<file path="config.mk">
export PLATFORM = sky130hd
export DESIGN_NAME = amber128_cap_spill_fill
export DESIGN_NICKNAME = d
export VERILOG_FILES = /design/src/rtl/amber128_pkg.sv /design/src/rtl/amber128_cap_spill_fill.sv
export SDC_FILE = /design/constraint.sdc
export NUM_CORES = 1
export LEC_CHECK = 0
export ABC_AREA = 1
export CAP_MARGIN = 20
export CORE_AREA = 2 2 211 213
export CTS_BUF_LIST = sky130_fd_sc_hd__clkbuf_4
export DETAILED_ROUTE_END_ITERATION = 8
export DIE_AREA = 0 0 213 215
export RECOVER_POWER = 50
export SLEW_MARGIN = 15
export SYNTH_ARGS = -nofsm -noshare
export SYNTH_HDL_FRONTEND = slang
export SYNTH_SLANG_ARGS = --single-unit
</file>
<file path="constraint.sdc">
create_clock -name clk_i -period 4.34 [get_ports clk_i]
set_input_delay 0.434 -clock clk_i [delete_from_list [all_inputs] [get_ports clk_i]]
set_output_delay 0.434 -clock clk_i [all_outputs]
set_load 0.005 [all_outputs]
</file>
<file path="src/rtl/amber128_pkg.sv">
// Shared types and sizing for the amber128 capability datapath.
package amber128_pkg;

  localparam int CAP_REG_COUNT = 12;
  localparam int CAP_REG_AW    = 4;
  localparam int C_XLEN        = 128;

  localparam int CAPSF_CNT_W = CAP_REG_AW + 1;

  typedef enum logic [1:0] {
    CAPSF_IDLE,
    CAPSF_SPILL,
    CAPSF_FILL,
    CAPSF_DONE
  } capsf_state_e;

endpackage

</file>
<file path="src/rtl/amber128_cap_spill_fill.sv">
// Context-switch engine: streams a range of capability registers out (spill)
// or restores a range from an incoming stream (fill).
module amber128_cap_spill_fill
  import amber128_pkg::*;
#(
  parameter int N_REGS = CAP_REG_COUNT,
  parameter int AW     = CAP_REG_AW,
  parameter int XLEN   = C_XLEN
) (
  input  logic            clk_i,
  input  logic            rst_i,
  input  logic            start_i,
  input  logic            mode_i,
  input  logic [AW-1:0]   first_i,
  input  logic [AW:0]     count_i,
  input  logic            abort_i,
  output logic            busy_o,
  output logic            done_o,
  output logic [AW-1:0]   cf_raddr_o,
  input  logic [XLEN-1:0] cf_rdata_i,
  output logic            cf_we_o,
  output logic [AW-1:0]   cf_waddr_o,
  output logic [XLEN-1:0] cf_wdata_o,
  output logic            tx_valid_o,
  input  logic            tx_ready_i,
  output logic [XLEN-1:0] tx_data_o,
  output logic [AW-1:0]   tx_idx_o,
  input  logic            rx_valid_i,
  output logic            rx_ready_o,
  input  logic [XLEN-1:0] rx_data_i
);

  localparam int CW = AW + 1;
  localparam logic [CW-1:0] N_REGS_C = CW'(N_REGS);
  localparam logic [AW-1:0] LAST_IDX = AW'(N_REGS - 1);

  capsf_state_e  state;
  logic [AW-1:0] idx;
  logic [CW-1:0] rem;
  logic [CW-1:0] start_cnt;
  logic          tx_hs;
  logic          tx_load;
  logic          rx_hs;

  function automatic logic [AW-1:0] next_idx(input logic [AW-1:0] i);
    return (i == LAST_IDX) ? '0 : i + AW'(1);
  endfunction

  assign start_cnt  = (count_i > N_REGS_C) ? N_REGS_C : count_i;
  assign busy_o     = (state != CAPSF_IDLE);
  assign done_o     = (state == CAPSF_DONE);
  assign rx_ready_o = (state == CAPSF_FILL) && (rem != '0);
  assign rx_hs      = rx_valid_i && rx_ready_o;
  assign tx_hs      = tx_valid_o && tx_ready_i;
  assign tx_load    = (!tx_valid_o || tx_ready_i) && (rem != '0);

  // The read port looks at first_i during the start cycle so the first beat
  // can be captured on the start edge itself.
  assign cf_raddr_o = (state == CAPSF_IDLE && start_i) ? first_i : idx;

  always_ff @(posedge clk_i) begin
    if (rst_i) begin
      state      <= CAPSF_IDLE;
      idx        <= '0;
      rem        <= '0;
      tx_valid_o <= 1'b0;
      tx_data_o  <= '0;
      tx_idx_o   <= '0;
      cf_we_o    <= 1'b0;
      cf_waddr_o <= '0;
      cf_wdata_o <= '0;
    end else begin
      cf_we_o <= 1'b0;
      case (state)
        CAPSF_IDLE: begin
          if (start_i) begin
            if (start_cnt == '0) begin
              state <= CAPSF_DONE;
            end else if (!mode_i) begin
              tx_valid_o <= 1'b1;
              tx_data_o  <= cf_rdata_i;
              tx_idx_o   <= first_i;
              idx        <= next_idx(first_i);
              rem        <= start_cnt - CW'(1);
              state      <= CAPSF_SPILL;
            end else begin
              idx   <= first_i;
              rem   <= start_cnt;
              state <= CAPSF_FILL;
            end
          end
        end
        CAPSF_SPILL: begin
          if (abort_i) begin
            tx_valid_o <= 1'b0;
            state      <= CAPSF_IDLE;
          end else if (tx_load) begin
            tx_valid_o <= 1'b1;
            tx_data_o  <= cf_rdata_i;
            tx_idx_o   <= idx;
            idx        <= next_idx(idx);
            rem        <= rem - CW'(1);
          end else if (rem == '0 && (tx_hs || !tx_valid_o)) begin
            tx_valid_o <= 1'b0;
            state      <= CAPSF_DONE;
          end
        end
        CAPSF_FILL: begin
          // A handshake coinciding with abort still lands its write.
          if (rx_hs) begin
            cf_we_o    <= 1'b1;
            cf_waddr_o <= idx;
            cf_wdata_o <= rx_data_i;
            idx        <= next_idx(idx);
            rem        <= rem - CW'(1);
          end
          if (abort_i) begin
            state <= CAPSF_IDLE;
          end else if (rx_hs && rem == CW'(1)) begin
            state <= CAPSF_DONE;
          end
        end
        CAPSF_DONE: begin
          state <= CAPSF_IDLE;
        end
        default: begin
          state <= CAPSF_IDLE;
        end
      endcase
    end
  end

endmodule

</file>
==> impl_metrics.env <==
export IMPL_clock_fmax_mhz=303
export IMPL_ys_seq_elements=277
export IMPL_register_area_sq_um=5550
export IMPL_die_w_microns=213
export IMPL_slew_viol_final=115
export IMPL_synth_area_sq_um=10800
export IMPL_vdd_drop_max_uv=407
export IMPL_setup_violations_final=0
export IMPL_outcome="complete, but fails checks"
export IMPL_clock_sinks=277
export IMPL_end_kind="flop"
export IMPL_ant_nets=0
export IMPL_cp_top_family="buffers and inverters"
export IMPL_crit_type="in -> reg"
export IMPL_worstSetupStartpointType="primary input"
export IMPL_routedWlPerCell_microns=15.6
export IMPL_cts_made_buffers=83
export IMPL_postCtsHoldBufs=0
export IMPL_clockBufferDepth=3
export IMPL_rr_startpoint="rem[0]"
export IMPL_critPathMaxFanout=114
export IMPL_drc_errors=0
export IMPL_gp_congestion=0.882
export IMPL_slowest_delay_ns=1.32
export IMPL_rsz0062_at_grt="no"
export IMPL_area_delta_synth_final_pct=63.2
export IMPL_ios=545
export IMPL_drtIter0Drc=695
export IMPL_finClkSkew_ns=0.0418
export IMPL_cts_htree_levels=3
export IMPL_ys_types=34
export IMPL_required_ns=4.97
export IMPL_nFillCells=4495
export IMPL_via_count=11300
export IMPL_crit_path_top_delay_cell="clkbuf_2"
export IMPL_stdcell_count=2561
export IMPL_postCtsResizedCells=0
export IMPL_crit_chain="buf_4 -> clkinvlp_2 -> clkbuf_2 -> o21ai_0 -> nor2_1"
export IMPL_final_hold_viol_count=0
export IMPL_seq_area_frac_synth=0.516
export IMPL_yosys_warnings=0
export IMPL_reg2reg_to="cf_wdata_o[107]"
export IMPL_crit_buf_inv=3
export IMPL_hold_class="in -> reg"
export IMPL_hold_depth=3
export IMPL_worst_r2r_path_depth=9
export IMPL_arrival_ns=3.93
export IMPL_drtPass1Iterations=5
export IMPL_hp_start="rx_valid_i"
export IMPL_multi_input_area_sq_um=4520
export IMPL_post_cts_buffers=0
export IMPL_yosys_area_top_type_share=0.516
export IMPL_cellPowerDensity_nw_per_um2=594
export IMPL_violations="capacitance limit, slew limit"
export IMPL_avgSynthCellArea_sq_um=7.83
export IMPL_cap_violations=1
export IMPL_grt_pass1_vias=10800
export IMPL_power_leakage_nw=7.18
export IMPL_die_area_sq_um=45800
export IMPL_clk_latency_ns=0.79
export IMPL_routed_wl_mm=40.0
export IMPL_synth_fp_nets=1656
export IMPL_port_buffers=544
export IMPL_hold_path_end="cf_wdata_o[17]"
export IMPL_top_usage_layer="met2"
export IMPL_synth_area_leaders="dfxtp_1 (52%), nor2_1 (8.0%), nand2_1 (7.0%), nand3_1 (6.9%), a21oi_1 (6.6%)"
export IMPL_nets=2189
export IMPL_dp_cells=2414
export IMPL_layout_min_cycle_time_ns=3.30
export IMPL_gr_total_overflow=0
export IMPL_viasPerCell=4.42
export IMPL_cts_tree="built"
export IMPL_use_met3=0.0454
export IMPL_holdWs_ns=0.199
export IMPL_synthCells=1374
export IMPL_initial_utilization=0.246
export IMPL_drive_gt1_frac=0.111
export IMPL_period_share=0.760
export IMPL_grtUsageMet2=0.291
export IMPL_met1_usage=0.191
export IMPL_die_y_microns=215
export IMPL_maxSlewHeadroom=-0.373
export IMPL_max_slew_worst_pin_slew_ns=2.06
export IMPL_reg2reg_slack_ns=1.46
export IMPL_final_setup_tns_ns=0
export IMPL_synth_area_leader_cell="dfxtp_1"
export IMPL_grt_antenna_before_repair=1
export IMPL_cts_root_buffer="clkbuf_4"
export IMPL_grt_usage=0.169
export IMPL_dp_hpwl_mm=27.3
export IMPL_row_count=77
export IMPL_path_clk_slew_ns=0.06
export IMPL_grt_max_degree=134
export IMPL_grt_first_pass_wirelength_mm=60.5
export IMPL_fp_coreArea_sq_um=43600
cells in the mapped netlist, drive strengths merged:
library cell and instances:
nand3 149, inv 32, dfxtp 277, xor2 4, xnor2 2, ha 10, nand4 6, a21oi 142
clkbuf 62, nand3b 1, o31ai 1, o21a 3, o21ai 140, buf 43, nand2 203, nor2 294
o211ai 2, clkinv 1, mux2 2
metal layers:
layer	wire, microns	vias to the layer above
met5	0	-
met4	1230	0
met3	2540	80
met2	20000	341
met1	16200	5245
li1	-	5643
through the flow:
step / total power [W] / util / instance area [sq um] / setup slack (ns)
after detailed placement: 0.00820 / 0.378 / 16500 / 1.29
final: 0.0104 / 0.402 / 17500 / 1.04
after floorplan: 0.00610 / - / 10800 / 2.49
after global routing: 0.0112 / 0.402 / 17500 / 0.651
after CTS: 0.0109 / 0.402 / 17600 / 0.880
after global placement: 0.00813 / 0.378 / 16500 / 1.36
worst max path at each step:
| stage | endpoint | cells after the start | from |
|---|---|---|---|
| 2_1_floorplan | tx_data_o[71] | 13 | count_i[3] |
| 3_3_place_gp | tx_idx_o[3] | 14 | count_i[0] |
| 3_5_place_dp | tx_idx_o[0] | 14 | count_i[0] |
| 4_1_cts | rx_ready_o | 5 | state[0] |
| 5_1_grt | tx_data_o[28] | 5 | rst_i |
| 6_report | tx_data_o[28] | 5 | rst_i |
state kept, by name, indices dropped and copies added (netlist names):
| name | flops |
|---|---|
| cf_wdata_o | 128 |
| rem | 5 |
| state | 2 |
| cf_waddr_o | 4 |
| cf_we_o | 1 |
| tx_data_o | 128 |
| idx | 4 |
| tx_idx_o | 4 |
| tx_valid_o | 1 |
logic make-up (layout without fill, tap and decap cells):
logic type / after synthesis / count (layout) / synth area share
mux: 2 / 2 / 0.00209
flops: 277 / 277 / 0.516
simple gates: 653 / 653 / 0.265
compound gates: 288 / 288 / 0.136
fa+ha+maj: 10 / 10 / 0.0116
buf+inv: 138 / 732 / 0.0647
other cells: 0 / 1 / 0
xor+xnor: 6 / 6 / 0.00489
tightest hold or removal path: stages:
cell and delay [ns]:
buf_4 0.28, nand3_1 0.15, a21oi_1 0.05
layout by cell type (no fill, tap or decap):
cell type,synthesis,layout
nor2_2,63,62
clkinvlp_4,0,1
nand4_1,5,5
clkinv_2,0,3
nand3_4,0,1
diode_2,0,1
xnor2_1,2,2
xor2_1,4,4
clkinvlp_2,0,1
nand2_1,200,201
mux2_2,2,2
nand3b_1,1,1
nand3_1,148,148
o21ai_1,47,47
inv_4,1,1
o21ai_0,93,93
o31ai_1,1,1
a21oi_1,141,141
dlygate4sd3_1,0,251
dfxtp_1,277,277
buf_4,5,6
clkdlybuf4s50_1,0,291
inv_2,2,4
buf_12,1,4
inv_1,29,28
bufinv_16,0,1
o211ai_1,2,2
nand2_2,2,1
clkbuf_2,0,1
ha_1,10,10
o21a_1,3,3
clkbuf_4,0,126
clkinv_1,1,14
nor2_1,229,230
nand4_2,1,1
a21oi_4,0,1
nor2_4,2,2
nand2_4,1,1
cell type report:
| type | count | share of cell area |
|---|---|---|
| tap | 592 | 0.0422 |
| sequential | 277 | 0.316 |
| inverter | 33 | 0.00727 |
| antenna | 1 | 0.000143 |
| timing repair buffer | 553 | 0.317 |
| clock buffer | 126 | 0.0539 |
| clock inverter | 20 | 0.00620 |
| multi-input combinational | 959 | 0.258 |
power breakdown:
part | switching, W | total [W] | internal [W]
combinational | 0.00225 | 0.00423 | 0.00197
sequential | 0.000393 | 0.00364 | 0.00325
clock | 0.00117 | 0.00255 | 0.00138
Power figures use the tool's default switching activity.
